File: config.mk
export PLATFORM = sky130hd
export DESIGN_NAME = store_gather
export DESIGN_NICKNAME = d
export VERILOG_FILES = /design/src/rtl/core_pkg.sv /design/src/rtl/store_op_fifo.sv /design/src/rtl/store_gather.sv
export SDC_FILE = /design/constraint.sdc
export NUM_CORES = 1
export LEC_CHECK = 0
export CAP_MARGIN = 40
export CORE_MARGIN = 2
export CORE_UTILIZATION = 55
export CTS_BUF_LIST = sky130_fd_sc_hd__clkbuf_8
export CTS_CLUSTER_DIAMETER = 80
export CTS_CLUSTER_SIZE = 8
export DETAILED_ROUTE_END_ITERATION = 8
export GPL_ROUTABILITY_DRIVEN = 0
export PLACE_DENSITY = 0.88
export REMOVE_ABC_BUFFERS = 1
export SLEW_MARGIN = 10
export SYNTH_ARGS = -nofsm -noshare
export SYNTH_HDL_FRONTEND = slang
export SYNTH_SLANG_ARGS = --single-unit
File: constraint.sdc
create_clock -name clk_i -period 3.5 [get_ports clk_i]
set_input_delay 0.7 -clock clk_i [delete_from_list [all_inputs] [get_ports clk_i]]
set_output_delay 0.7 -clock clk_i [all_outputs]
set_load 0.01 [all_outputs]
File: src/rtl/core_pkg.sv
// Shared core types for the lane array and the store path.
// Provides lane count, VRF data word, instruction ID, the store beat-count
// type and the store_gather FSM state enum.
package core_pkg;

  localparam int NrLane   = 4;
  localparam int LenWidth = 16;

  typedef logic [31:0]         vrf_data_t;
  typedef logic [7:0]          insn_id_t;
  typedef logic [LenWidth-1:0] store_len_t;

  typedef enum logic {
    IDLE,
    ACTIVE
  } store_gather_state_e;

endpackage

File: src/rtl/store_op_fifo.sv
// Per-lane store operand FIFO. Synchronous, no fall-through: a word pushed
// in cycle t is at the head in t+1. Storage is cleared at reset so an empty
// FIFO reads zero until its first write.
// Ports: clk_i/rst_i (sync active-high), push_i/data_i (ignored when full),
// pop_i (ignored when empty), data_o (head), full_o, empty_o.
module store_op_fifo #(
  parameter int  Depth  = 2,
  parameter type data_t = logic [31:0]
) (
  input  logic  clk_i,
  input  logic  rst_i,
  input  logic  push_i,
  input  data_t data_i,
  input  logic  pop_i,
  output data_t data_o,
  output logic  full_o,
  output logic  empty_o
);

  localparam int AW = $clog2(Depth);

  data_t [Depth-1:0] mem_q, mem_d;
  logic  [AW-1:0]    wr_q, wr_d, rd_q, rd_d;
  logic  [AW:0]      cnt_q, cnt_d;
  logic              push, pop;

  assign full_o  = (cnt_q == (AW+1)'(Depth));
  assign empty_o = (cnt_q == '0);
  assign data_o  = mem_q[rd_q];

  assign push = push_i & ~full_o;
  assign pop  = pop_i & ~empty_o;

  always_comb begin
    mem_d = mem_q;
    wr_d  = wr_q;
    rd_d  = rd_q;
    cnt_d = cnt_q;
    if (push) begin
      mem_d[wr_q] = data_i;
      wr_d        = wr_q + 1'b1;  // Depth is a power of two: pointer wraps naturally
    end
    if (pop) rd_d = rd_q + 1'b1;
    if (push && !pop)      cnt_d = cnt_q + 1'b1;
    else if (pop && !push) cnt_d = cnt_q - 1'b1;
  end

  always_ff @(posedge clk_i) begin
    if (rst_i) begin
      mem_q <= '0;
      wr_q  <= '0;
      rd_q  <= '0;
      cnt_q <= '0;
    end else begin
      mem_q <= mem_d;
      wr_q  <= wr_d;
      rd_q  <= rd_d;
      cnt_q <= cnt_d;
    end
  end

endmodule

File: src/rtl/store_gather.sv
// Store operand gather. Buffers each lane's store operand in its own FIFO
// and, while a store instruction is active, emits one full-width beat each
// time every lane has an operand at its head. Counts beats down, flags the
// last one and pulses done_o with the instruction ID after its handshake.
// Ports: clk_i/rst_i (sync active-high); store_req_* request handshake with
// store_len_i (beats-1) and store_id_i; store_op_* per-lane operand inputs;
// beat_* gathered output handshake with last flag and ID; done_o/done_id_o.
module store_gather
  import core_pkg::*;
#(
  parameter int Depth    = 2,
  parameter int LenWidth = core_pkg::LenWidth
) (
  input  logic                      clk_i,
  input  logic                      rst_i,
  input  logic                      store_req_valid_i,
  output logic                      store_req_ready_o,
  input  logic [LenWidth-1:0]       store_len_i,
  input  insn_id_t                  store_id_i,
  input  logic [NrLane-1:0]         store_op_valid_i,
  output logic [NrLane-1:0]         store_op_ready_o,
  input  vrf_data_t [NrLane-1:0]    store_op_i,
  output logic                      beat_valid_o,
  input  logic                      beat_ready_i,
  output vrf_data_t [NrLane-1:0]    beat_o,
  output logic                      beat_last_o,
  output insn_id_t                  beat_id_o,
  output logic                      done_o,
  output insn_id_t                  done_id_o
);

  logic [NrLane-1:0]      full, empty;
  vrf_data_t [NrLane-1:0] head;

  store_gather_state_e    state_q, state_d;
  logic [LenWidth-1:0]    remaining_q, remaining_d;
  insn_id_t               id_q, id_d, done_id_q, done_id_d;
  logic                   done_q, done_d;
  logic                   hs;

  // All lanes pop together on the beat handshake, so heads stay aligned.
  for (genvar l = 0; l < NrLane; l++) begin : g_lane
    store_op_fifo #(
      .Depth  (Depth),
      .data_t (vrf_data_t)
    ) u_fifo (
      .clk_i   (clk_i),
      .rst_i   (rst_i),
      .push_i  (store_op_valid_i[l]),
      .data_i  (store_op_i[l]),
      .pop_i   (hs),
      .data_o  (head[l]),
      .full_o  (full[l]),
      .empty_o (empty[l])
    );
  end

  assign store_op_ready_o  = ~full;
  assign store_req_ready_o = (state_q == IDLE);
  assign beat_valid_o      = (state_q == ACTIVE) && (&(~empty));
  assign beat_last_o       = (state_q == ACTIVE) && (remaining_q == '0);
  assign beat_o            = head;
  assign beat_id_o         = id_q;
  assign done_o            = done_q;
  assign done_id_o         = done_id_q;
  assign hs                = beat_valid_o & beat_ready_i;

  always_comb begin
    state_d     = state_q;
    remaining_d = remaining_q;
    id_d        = id_q;
    done_d      = 1'b0;
    done_id_d   = done_id_q;
    case (state_q)
      IDLE: begin
        if (store_req_valid_i) begin
          remaining_d = store_len_i;
          id_d        = store_id_i;
          state_d     = ACTIVE;
        end
      end
      ACTIVE: begin
        if (hs) begin
          if (remaining_q == '0) begin
            state_d   = IDLE;
            done_d    = 1'b1;
            done_id_d = id_q;
          end else begin
            remaining_d = remaining_q - 1'b1;
          end
        end
      end
      default: state_d = IDLE;
    endcase
  end

  always_ff @(posedge clk_i) begin
    if (rst_i) begin
      state_q     <= IDLE;
      remaining_q <= '0;
      id_q        <= '0;
      done_q      <= 1'b0;
      done_id_q   <= '0;
    end else begin
      state_q     <= state_d;
      remaining_q <= remaining_d;
      id_q        <= id_d;
      done_q      <= done_d;
      done_id_q   <= done_id_d;
    end
  end

endmodule

== After elaboration in Yosys (flattened, before gate mapping) ==
Cells that the tools add are included.
Widths: inputs -> output; s select.

* Output and inout bits: 152
* Memories kept: 0
* Latch bits: 0
* Register bits after elaboration: 306
* Bits in read-only memories: 0
* Word-level logic and storage cells: 155
* Input port bits: 160
* Bits in writable memories: 0

* Shift-type cells: 0
* Reductions and logical operators: 36
* Bitwise logic cells: 21
* $lt $le $gt $ge: 12
* $mul: 0
* Divide/modulo/power cells: 0
* Eq/ne operators: 7
* Muxes and demuxes: 37
* Add/subtract/negate cells: 17

{| class="wikitable"
|+ Operators by type and width
! kind !! number
|-
| $mux 32 || 12
|-
| $bwmux 64 || 4
|-
| $demux 32 s1 || 4
|-
| $mux 16 || 3
|-
| $pmux 16 s2 || 1
|-
| $logic_not 16->1 || 1
|-
| $lt 1x2->1 const B || 8
|-
| $mux 2 || 8
|-
| $sub 16x1->16 const B || 1
|-
| $logic_and 1x1->1 || 14
|-
| $not 1->1 || 10
|-
| $and 1x1->1 || 9
|-
| $add 1x1->1 const B || 8
|-
| $add 2x1->2 const B || 4
|-
| $eq 2x2->1 const B || 4
|-
| $logic_not 1->1 || 8
|-
| $logic_not 2->1 || 4
|-
| $not 4->4 || 2
|-
| $reduce_bool 2->1 || 4
|-
| $sub 2x1->2 const B || 4
|-
| $reduce_and 3->1 || 2
|-
| $ge 1x1->1 const B || 4
|-
| $mux 1 || 4
|-
| $ne 2x2->1 const B || 2
|-
| other kinds (5) || 5
|}

== Logic depth before layout (Yosys ltp) ==
* Word-level depth: 9
* Mapped depth: 9
* Mapped depth without buffers: 7

== Modules after synthesis ==
A second synthesis with hierarchy kept.

* Cells, all modules: 1569
* Area, all modules: 14646.5 um^2

{| class="wikitable"
|+ Modules (own cells, without submodules)
! module !! seq. area each (um^2) !! instances !! area each (um^2) !! cells an instance
|-
| store_op_fifo || 1361.3 || 4 || 3241.9 || 340
|-
| store_gather || 680.7 || 1 || 1679.1 || 209
|}

== Worst setup path before layout ==
No wires, ideal clock.

* Path kind: register to output
* Start: reg remaining_q[0]
* End: out beat_last_o
* Cell stages (with the launch flop): 7
* Arrival: 1.680 ns
* Buffers on the path: 1
* Setup slack: 1.120 ns
* Data required time: 2.800 ns
* Path through: dfxtp_1 -> inv_1 -> ha_1 -> or3b_1 -> buf_2 -> nor4_1 -> and3_1

* Cells in the longest elaborated chain, start to end: 2

{| class="wikitable"
|+ RTL lines
! item !! line !! source
|-
| start, declared || store_gather.sv:36 || <nowiki>logic [LenWidth-1:0] remaining_q, remaining_d;</nowiki>
|-
| start signal, assigned || store_gather.sv:106 || <nowiki>remaining_q <= remaining_d;</nowiki>
|-
| $logic_not 16->1 || store_gather.sv:61 || <nowiki>assign beat_last_o = (state_q == ACTIVE) && (remaining_q == '0);</nowiki>
|-
| $logic_and 1x1->1 || store_gather.sv:61 ||
|-
| end, declared || store_gather.sv:26 || <nowiki>output logic beat_last_o,</nowiki>
|}

No other way between the ends.

== Worst setup path after layout ==
Same ends and word-level chain as after synthesis.

==> results by group <==
Floorplanning
  – Horizontal extent of the die: approximately 160 microns
  – Area of the core: 22700 sq um
  – Total Die Area: 24400 sq um
  – Die Y: 156 microns
  – I/O pin count: 312
  – Initial core utilization: 56.1%
  – Number of standard-cell rows in the floorplan: 55

Routing
  – Routed wirelength normalized by instance count: 16.3 microns
  – Detailed-route vias per instance: 5.48
  – DRT antenna net count: 0
  – Drt first-iter violations: 688
  – Number of remaining DRC errors: 0
  – Total iterations of the first detailed-routing run: 5
  – Vias: 11.6k
  – WL final: around 34000 microns

Timing
  – Worst-case setup margin in the final layout: 134 ps
  – Max-slew violation count: 0
  – Achievable clock frequency: 297 MHz
  – Final hold violations: 0
  – Number of endpoints failing setup at the final stage: 0
  – Headroom to the max-slew limit: 50.5%
  – RSZ-0062 raised after global routing: no
  – Total negative setup slack: 0 ps
  – Slew @ Worst Pin: 743 ps
  – Final clock period utilization by the worst path: 96.2%
  – Max Clock Skew: 27.0 ps
  – Time the final worst path needs with I/O delays and setup: around 3400 ps

Clocking
  – Clock edge transition at the registers on the reported setup and hold paths: 60 ps
  – Count of clock tree sinks: 306
  – Longest Clk Path Bufs: 3
  – Maximum level of the CTS H-tree: 2
  – TritonCTS buffer count: 44
  – TritonCTS clock tree: done
  – Latest clock arrival within the worst-skew pair: roughly 560 ps
  – Cell at the root of the clock tree: clkbuf_8
  – Cts-stage hold buffer count: 0

Pwr
  – P_leak: 6.15 nW
  – Total power per unit cell area: 480 nW/um^2
  – Total power: 7.95 mW
  – Highest ir drop seen on vdd: 421 uV

Global routing
  – Number of global-route vias before repair: 11.4k
  – Global-route wire length before repair: 55000 microns
  – Global-route usage over all layers: 27.2%
  – Largest net degree at the start of global routing: 115
  – Initial antenna violation count: 2
  – Total congestion overflow: 0

Final layout
  – Share of cells above drive strength 1: ~13%
  – Synth-to-layout area growth: 30.1%
  – Net count of the finished layout: 1990
  – Layout Utilization: 73.0%

Worst setup path
  – Worst EP arrival: ~2700 ps
  – Biggest cell delay along the critical path: 540 ps
  – Startpoint class of the critical path: flip-flop
  – Cell with the largest stage delay on the worst path: clkdlybuf4s50_1
  – Critical path fanouts, max: 6
  – Worst setup path class: flip-flop to primary output
  – List of cells traversed by the critical path: inv_1 -> ha_1 -> or3b_4 -> nor4_1 -> buf_4 -> and3_1 -> clkdlybuf4s50_1
  – Top delay family on crit path: simple AND/OR/NAND/NOR gates
  – Count of buffer and inverter cells on the critical path: 3
  – Worst endpoint required time: between 2000 and 3000 ps
  – Category of the worst setup path capture point: primary output

Synth
  – Sequential area share after synthesis: 48.1%
  – Commonest register cell after synthesis: dfxtp_1
  – FFs w/ async S/R, synth: 0%
  – Yosys warning total: 0
  – Register bit total from synthesis: 306
  – Number of distinct library cell variants in the gate-level netlist after synthesis: 42
  – Cell area after technology mapping: 12700 sq um
  – Syn Inst Count: 1564
  – Count of flip-flops with a built-in enable after synthesis: 0
  – Avg Synthesized Cell Area: 8.15 sq um

Status
  – Result of the run: finished clean

Worst hold path
  – Hold crit path type: flip-flop to flip-flop

Place
  – Placed wire-length estimate after detailed placement: 22400 microns
  – Worst setup slack before clock tree synthesis: ~480 ps
  – Port-buffer cells: 311

Flow run
  – Maximum capacitance violations: 0
==> worst register-to-register path, cell delays in order (launching register included) <==
cell and delay (ps):
dfxtp_1 350, inv_1 70, ha_1 150, or3b_4 410, or4_4 560, o2bb2ai_4 470
buf_4 310, or2_2 150, a21oi_2 40
==> area by class of cell <==
type / count / area, sq um
diodes: 2 / 5.00
well taps: 285 / 357
fillers: 1718 / 6120
multi-input cells: 1130 / 6100
inverters: 8 / 30.0
repair buffers: 335 / 3320
clock inverters: 3 / 23.8
flip-flops and latches: 306 / 6130
clock buffers: 45 / 619
==> Yosys cell counts, types with 2 or more instances <==
master | n | area share, %
inv_1 | 8 | 0.24
nor3_1 | 10 | 0.39
buf_2 | 3 | 0.12
dfxtp_1 | 306 | 48
or3_2 | 2 | 0.12
o32ai_1 | 6 | 0.41
nand3_1 | 8 | 0.31
ha_1 | 5 | 0.49
mux2_2 | 128 | 11
or2_2 | 7 | 0.34
o21ai_2 | 8 | 0.55
nor2_1 | 34 | 1.0
xor2_1 | 12 | 0.82
o21ai_0 | 6 | 0.24
nor4_1 | 5 | 0.25
buf_1 | 4 | 0.12
or3_1 | 7 | 0.34
nor2b_1 | 2 | 0.098
or4_1 | 5 | 0.29
clkbuf_1 | 105 | 3.1
nand2_1 | 545 | 16
mux2i_1 | 9 | 0.71
and3_1 | 6 | 0.29
buf_6 | 3 | 0.26
nand2b_1 | 11 | 0.54
o31a_1 | 2 | 0.14
a21oi_2 | 9 | 0.62
a21o_1 | 5 | 0.29
buf_4 | 3 | 0.18
a21oi_1 | 288 | 11
==> layer usage <==
layer	part of all wire, %	global-route usage (%)	vias up
met5	0	0	-
met4	3.1	10.5	0
met1	40	32.2	5452
met2	50	47.0	377
li1	-	-	5683
met3	7.4	7.20	76
==> flip-flops by register name, indices dropped and copies added (netlist names) <==
signal               cells
g_lane.u_fifo.mem_q    256
remaining_q             16
beat_id_o                8
done_id_o                8
g_lane.u_fifo.cnt_q      8
g_lane.u_fifo.rd_q       4
g_lane.u_fifo.wr_q       4
done_o                   1
state_q                  1
==> cells in the final DEF, fill, tap and decap left out, types with 7 or more instances in the layout <==
cell / n
clkbuf_8: 45
o21ai_2: 8
a21oi_2: 9
inv_1: 8
clkdlybuf4s50_1: 310
or3_1: 7
mux2_2: 128
nor3_1: 10
buf_4: 22
mux2i_1: 9
nor2_1: 30
a21oi_1: 288
nand2b_1: 11
nand3_1: 8
or2_2: 7
xor2_1: 12
nand2_1: 545
dfxtp_1: 305
==> final timing paths <==
check | startpoint | endpoint | slack [ps] | cells past startpoint
worst min register to register | g_lane[1].u_fifo.mem_q[16] | g_lane[1].u_fifo.mem_q[16] | 450 | 2
worst max register to register | remaining_q[0] | remaining_q[11] | 870 | 8
worst max-delay path | remaining_q[0] | beat_last_o | 130 | 7
worst min-delay path | g_lane[1].u_fifo.mem_q[16] | g_lane[1].u_fifo.mem_q[16] | 450 | 2
==> repair_timing <==
item / 4_1_cts / 5_1_grt
setup endpoints to repair: 0 / 1
gates resized for setup: 0 / 1
setup buffers: 0 / 0
==> where the power goes <==
part | internal [mW] | switching [mW]
sequential | 3.74 | 0.150
combinational | 0.802 | 0.867
clock | 1.15 | 1.25
==> per-stage QoR <==
step / std cells / hold slack, ps / instance area [sq um]
after floorplan: 1444 / 427 / 12200
after global placement: 2064 / 438 / 15900
after detailed placement: 2064 / 445 / 15900
after CTS: 2112 / 453 / 16600
after global routing: 2113 / 468 / 16600
final: 2114 / 451 / 16600
==> cells by family (layout without fill, tap and decap cells) <==
logic type	count (synthesis)	after routing	synth area share, %
xor+xnor	13	13	0.893
fa+ha+maj	5	5	0.491
other cells	0	2	0
flops	306	306	48.1
buf+inv	128	391	4.19
mux	137	137	12.0
compound gates	329	329	14.0
simple gates	646	646	20.3
Power figures use the tool's default switching activity.
